===== src/rtl/sqrt16_seq_ctrl.sv =====
// Sequential 16-bit integer square root (restoring, one root bit per cycle).
// A single CLA_16bits instance is reused every iteration as the trial subtractor.

module CLA_16bits (
   input  logic [15:0] A_i,
   input  logic [15:0] B_i,
   input  logic        Ci_i,
   output logic [15:0] S_o,
   output logic        Co_o
);
   logic [15:0] w_g;
   logic [15:0] w_p;
   logic [3:0]  w_gg;
   logic [3:0]  w_gp;
   logic [4:0]  w_gc;

   assign w_g = A_i & B_i;
   assign w_p = A_i ^ B_i;

   // 4-bit group generate/propagate
   always_comb begin
      w_gg = '0;
      w_gp = '0;
      for (int k = 0; k < 4; k++) begin
         w_gp[k] = &w_p[4*k +: 4];
         w_gg[k] = w_g[4*k+3]
                 | (w_p[4*k+3] & w_g[4*k+2])
                 | ((&w_p[4*k+2 +: 2]) & w_g[4*k+1])
                 | ((&w_p[4*k+1 +: 3]) & w_g[4*k]);
      end
   end

   assign w_gc[0] = Ci_i;
   assign w_gc[1] = w_gg[0] | (w_gp[0] & Ci_i);
   assign w_gc[2] = w_gg[1] | (w_gp[1] & w_gg[0]) | ((&w_gp[1:0]) & Ci_i);
   assign w_gc[3] = w_gg[2] | (w_gp[2] & w_gg[1]) | ((&w_gp[2:1]) & w_gg[0])
                  | ((&w_gp[2:0]) & Ci_i);
   assign w_gc[4] = w_gg[3] | (w_gp[3] & w_gg[2]) | ((&w_gp[3:2]) & w_gg[1])
                  | ((&w_gp[3:1]) & w_gg[0]) | ((&w_gp) & Ci_i);

   // Sum bits from each group's lookahead carry-in
   always_comb begin
      logic v_c;
      v_c = 1'b0;
      S_o = '0;
      for (int k = 0; k < 4; k++) begin
         v_c = w_gc[k];
         for (int j = 0; j < 4; j++) begin
            S_o[4*k+j] = w_p[4*k+j] ^ v_c;
            v_c        = w_g[4*k+j] | (w_p[4*k+j] & v_c);
         end
      end
   end

   assign Co_o = w_gc[4];
endmodule

module sqrt16_seq_ctrl (
   input  logic        clk_i,
   input  logic        rst_n_i,
   input  logic        start_i,
   input  logic [15:0] X_i,
   output logic [7:0]  root_o,
   output logic [8:0]  rem_o,
   output logic        busy_o,
   output logic        done_o
);
   localparam int unsigned XW = 16;
   localparam int unsigned QW = 8;
   localparam int unsigned RW = 9;
   localparam int unsigned CW = 3;

   typedef enum logic [1:0] {ST_IDLE, ST_ITER, ST_DONE} state_t;

   state_t        r_state, w_state_nxt;
   logic [CW-1:0] r_cnt, w_cnt_nxt;
   logic [XW-1:0] r_xr, w_xr_nxt;
   logic [QW-1:0] r_q, w_q_nxt, w_root_nxt;
   logic [RW-1:0] r_r, w_r_nxt, w_rem_nxt;
   logic          w_busy_nxt, w_done_nxt;

   logic [10:0]   w_rp;
   logic [8:0]    w_t;
   logic [15:0]   w_sum;
   logic          w_co;
   logic [QW-1:0] w_q_iter;
   logic [RW-1:0] w_r_iter;
   logic          w_unused;

   // Trial subtraction R' - T; carry-out set means the trial succeeded
   assign w_rp = {r_r, r_xr[XW-1 -: 2]};
   assign w_t  = {r_q[6:0], 2'b01};

   CLA_16bits u_cla (
      .A_i  ({5'b0, w_rp}),
      .B_i  (~{7'b0, w_t}),
      .Ci_i (1'b1),
      .S_o  (w_sum),
      .Co_o (w_co)
   );

   assign w_q_iter = {r_q[6:0], w_co};
   assign w_r_iter = w_co ? w_sum[8:0] : w_rp[8:0];
   assign w_unused = ^{w_sum[15:9], r_q[7]};

   // Next-state and registered-output logic
   always_comb begin
      w_state_nxt = r_state;
      w_cnt_nxt   = r_cnt;
      w_xr_nxt    = r_xr;
      w_q_nxt     = r_q;
      w_r_nxt     = r_r;
      w_root_nxt  = root_o;
      w_rem_nxt   = rem_o;
      w_busy_nxt  = 1'b0;
      w_done_nxt  = 1'b0;
      case (r_state)
         ST_IDLE: begin
            if (start_i) begin
               w_state_nxt = ST_ITER;
               w_xr_nxt    = X_i;
               w_q_nxt     = '0;
               w_r_nxt     = '0;
               w_cnt_nxt   = '0;
               w_busy_nxt  = 1'b1;
            end
         end
         ST_ITER: begin
            w_busy_nxt = 1'b1;
            w_xr_nxt   = r_xr << 2;
            w_q_nxt    = w_q_iter;
            w_r_nxt    = w_r_iter;
            if (r_cnt == CW'(7)) begin
               w_state_nxt = ST_DONE;
               w_root_nxt  = w_q_iter;
               w_rem_nxt   = w_r_iter;
               w_done_nxt  = 1'b1;
            end else begin
               w_cnt_nxt = r_cnt + CW'(1);
            end
         end
         ST_DONE: w_state_nxt = ST_IDLE;
         default: w_state_nxt = ST_IDLE;
      endcase
   end

   always_ff @(posedge clk_i or negedge rst_n_i) begin
      if (!rst_n_i) begin
         r_state <= ST_IDLE;
         r_cnt   <= '0;
         r_xr    <= '0;
         r_q     <= '0;
         r_r     <= '0;
         root_o  <= '0;
         rem_o   <= '0;
         busy_o  <= 1'b0;
         done_o  <= 1'b0;
      end else begin
         r_state <= w_state_nxt;
         r_cnt   <= w_cnt_nxt;
         r_xr    <= w_xr_nxt;
         r_q     <= w_q_nxt;
         r_r     <= w_r_nxt;
         root_o  <= w_root_nxt;
         rem_o   <= w_rem_nxt;
         busy_o  <= w_busy_nxt;
         done_o  <= w_done_nxt;
      end
   end
endmodule

===== config.mk =====
export PLATFORM = sky130hd
export DESIGN_NAME = sqrt16_seq_ctrl
export DESIGN_NICKNAME = d
export VERILOG_FILES = /design/src/rtl/sqrt16_seq_ctrl.sv
export SDC_FILE = /design/constraint.sdc
export NUM_CORES = 1
export LEC_CHECK = 0
export CORE_ASPECT_RATIO = 0.9
export CORE_UTILIZATION = 40
export CTS_BUF_LIST = sky130_fd_sc_hd__clkbuf_4 sky130_fd_sc_hd__clkbuf_8
export DETAILED_ROUTE_END_ITERATION = 10
export HOLD_SLACK_MARGIN = 0.12
export SYNTH_ARGS = -nofsm -noshare
export SYNTH_HDL_FRONTEND = slang
export SYNTH_SLANG_ARGS = --single-unit
export TNS_END_PERCENT = 1

===== constraint.sdc =====
create_clock -name clk_i -period 3.4 [get_ports clk_i]
set_input_delay 0.68 -clock clk_i [delete_from_list [all_inputs] [get_ports clk_i]]
set_output_delay 0.68 -clock clk_i [all_outputs]
set_load 0.02 [all_outputs]

==> impl_metrics.py <==
metrics = {
    "synth": {
        "synth-edff-count": 0,
        "synth-main-ff-cell": "dfrtp_1",
        "synthTopCellsByArea": "dfrtp_1 52%, ha_1 5.1%, nand2_1 4.7%, o21ai_0 4.6%, nor2b_1 3.7%",
        "synthesis.area_per_instance_um2": 10.3,
        "syn-cell-area_um2": 2700,
        "postSynthCellCount": 262,
        "synth_seq_area_share": 0.519,
        "ys.warnings.count": 0,
        "yosys.area.top_type": "dfrtp_1",
        "synth_largest_type_area_fraction": 0.519,
        "mappedNetlistNets": 296,
        "synth_cell_types": 37,
        "postSynthRegisterBits": 56,
        "synth_async_sr_flop_share": 1.00,
    },
    "timing": {
        "finalSetupViolCount": 0,
        "slew_violations": 0,
        "fin_crit_sh": 0.832,
        "rsz0062_at_grt": "no",
        "worst_slew_pin_slew_ns": 1.13,
        "layout_min_cycle_time_ns": 2.83,
        "report.final.hold_viol_count": 0,
        "worst_slew_margin_rel": 0.245,
        "final_critical_path_setup_slack_ns": 0.570,
        "setup_clock_skew_after_layout_ns": 0.00705,
        "clock.fmax_ghz": 0.353,
        "fin_setup_tns_ns": 0,
    },
    "worst_setup_path": {
        "maximum_single_stage_delay_on_the_critical_path_ns": 0.40,
        "critPathKind": "reg2reg",
        "crit_slowest_cell": "fa_1",
        "critPathCaptureType": "flip-flop",
        "critical_path.most_common_cell": "fa_1",
        "worst_r2r_endpoint": "r_r[6]",
        "worst_r2r_startpoint": "r_q[1]",
        "reg2regPathDepth": 10,
        "maximum_fanout_count_along_the_critical_path": 4,
        "worst-r2r-setup-slack_ns": 0.57,
        "worstPathRequired_ns": 3.63,
        "path_cells": "inv_1 > ha_1 > a21oi_1 > nand2_1 > fa_1 > fa_1 > inv_1 > fa_1 > mux2_4 > o21ai_2",
        "worst_ep_arrival_time_ns": 3.06,
        "timing.critical_path.buf_inv": 2,
        "critical_path.top_delay_family": "adder cells",
        "kind_of_launch_point_of_the_worst_setup_path": "flip-flop",
        "crit_path_start": "r_q[1]",
    },
    "global_routing": {
        "grt_max_degree": 37,
        "total_track_usage": 0.168,
        "grt_remaining_overflow": 0,
        "global_route_wire_length_before_repair_um": 8990,
        "first_global_vias": 1872,
        "antenna_found_initial": 0,
    },
    "routing": {
        "drt_pre_antenna_iters": 5,
        "detail_route.iter0.violations": 40,
        "final_ant_viol_nets": 0,
        "wl_um": 5350,
        "route.detailed.drc": 0,
        "routed_wire_length_per_instance_um": 13.9,
        "total_number_of_vias": 2002,
        "via_per_inst": 5.19,
    },
    "power_and_ir_drop": {
        "ir_worst_vdd_v": 0.000286,
        "leakagePower_nw": 1.43,
        "power_per_cell_area_nw_per_um2": 990,
    },
    "clocking": {
        "post_cts_hold_buffer_count": 0,
        "cts-resized-gates": 0,
        "clk_root_buffer_cell": "clkbuf_8",
        "cts.repair_timing.setup_buffer_count": 0,
        "cts_inserted_buffers": 5,
        "cts-root-to-sink-buffers": 2,
        "h-tree-depth": 2,
        "cts.sink_count": 56,
        "clock_latency_ns": 0.31,
        "tritoncts_clock_tree": "done",
        "clk_pin_slew_worst_paths_ns": 0.09,
    },
    "hold_path": {
        "holdCritPathClass": "in2async",
    },
    "run": {
        "drv.max_cap_violation_count": 0,
    },
    "floorplan": {
        "floorplan.initialDensity": 0.412,
        "fp.dieArea_um2": 7080,
        "core_area_um2": 6550,
        "placementRows": 28,
        "die_h_um": 79.9,
        "floorplan.die.width_um": 88.6,
        "ioPinCount": 38,
    },
    "layout": {
        "commonest_non_fill_non_tap_cell_in_the_layout": "dfrtp_1",
        "drive_above_1_share": 0.0811,
        "area_growth_syn_to_layout_pct": 19.6,
        "insertedDiodeCount": 0,
        "final_cell_mix": "56 x dfrtp_1, 36 x clkdlybuf4s50_1, 34 x nand2_1",
        "filler_cell_count": 632,
        "design.final.nets": 329,
    },
    "placed_design": {
        "port_buffers": 37,
        "place.detailed.hpwl_um": 3720,
        "global_placer_s_final_weighted_congestion": 0.786,
        "place_ws_ns": 0.598,
    },
    "run_status": {
        "status": "complete, no violations",
    },
}
through the flow:
| step | instances | hold slack (ns) | cell area [um2] | utilization | power, mW |
|---|---|---|---|---|---|
| CTS | 386 | 0.393 | 3230 | 0.493 | 3.23 |
| global route | 386 | 0.425 | 3230 | 0.493 | 3.49 |
| detailed placement | 378 | 0.469 | 3140 | 0.479 | 2.85 |
| floorplan | 262 | 0.384 | 2700 | - | 2.37 |
| finish | 386 | 0.372 | 3230 | 0.493 | 3.20 |
| global placement | 378 | 0.460 | 3140 | 0.479 | 2.82 |
state kept, by name, summed over array words and instances, names as in the netlist:
register,count
r_state,2
rem_o,9
busy_o,1
done_o,1
r_q,7
r_r,9
r_cnt,3
root_o,8
r_xr,16
logic make-up (layout without fill, tap and decap cells):
family,Yosys count,after routing,share of synthesized area
compound gates,87,87,0.196
buf+inv,32,66,0.0505
mux,9,9,0.0375
flops,56,56,0.519
fa+ha+maj,15,15,0.0806
xor+xnor,3,3,0.00973
simple gates,60,60,0.107
report_power, final:
part	leakage, nW	internal, mW	switching (mW)	total [mW]
Sequential	0.707	0.955	0.200	1.15
Clock	0.0493	0.164	0.213	0.377
Combinational	0.678	0.748	0.917	1.66
worst register-to-register path, cell delays in order, from the launching register on:
cell     delay, ns
dfrtp_1       0.37
inv_1         0.11
ha_1          0.28
a21oi_1       0.26
nand2_1       0.11
fa_1          0.39
fa_1          0.36
inv_1         0.07
fa_1          0.40
mux2_4        0.29
o21ai_2       0.11
area by class of cell:
| cell class | count | area (um2) | area share |
|---|---|---|---|
| Timing Repair Buffer | 41 | 395 | 0.122 |
| Tap cell | 90 | 113 | 0.0349 |
| Sequential cell | 56 | 1400 | 0.434 |
| Clock buffer | 7 | 83.8 | 0.0260 |
| Multi-Input combinational cell | 174 | 1160 | 0.360 |
| Inverter | 17 | 63.8 | 0.0198 |
| Clock inverter | 1 | 8.76 | 0.00271 |
worst max-delay path by stage:
stage / to / slack (ns) / cells after the start
floorplan: rem_o[6] / 0.76 / 10
global placement: rem_o[6] / 0.65 / 10
detailed placement: rem_o[6] / 0.60 / 10
CTS: r_r[6] / 0.57 / 10
global route: r_r[6] / 0.39 / 10
finish: r_r[6] / 0.57 / 10
Yosys cell counts (2+ instances only):
cell type  number
dfrtp_1        56
nand2_1        34
o21ai_0        25
inv_1          17
a21oi_1        16
nor2b_1        16
a22oi_1        13
ha_1           11
o21ai_1        11
clkbuf_1        9
o22ai_1         9
mux2i_1         6
buf_2           4
fa_1            4
o21ai_2         4
nor2_1          3
mux2_4          2
o31ai_1         2
xnor2_1         2
routing by layer:
metal,track usage,part of all wire,up-vias
met4,0.0694,0.016,0
li1,-,-,976
met5,0,0,-
met1,0.240,0.51,982
met3,0.0310,0.029,8
met2,0.248,0.44,36
(Power assumes the default switching activity.)
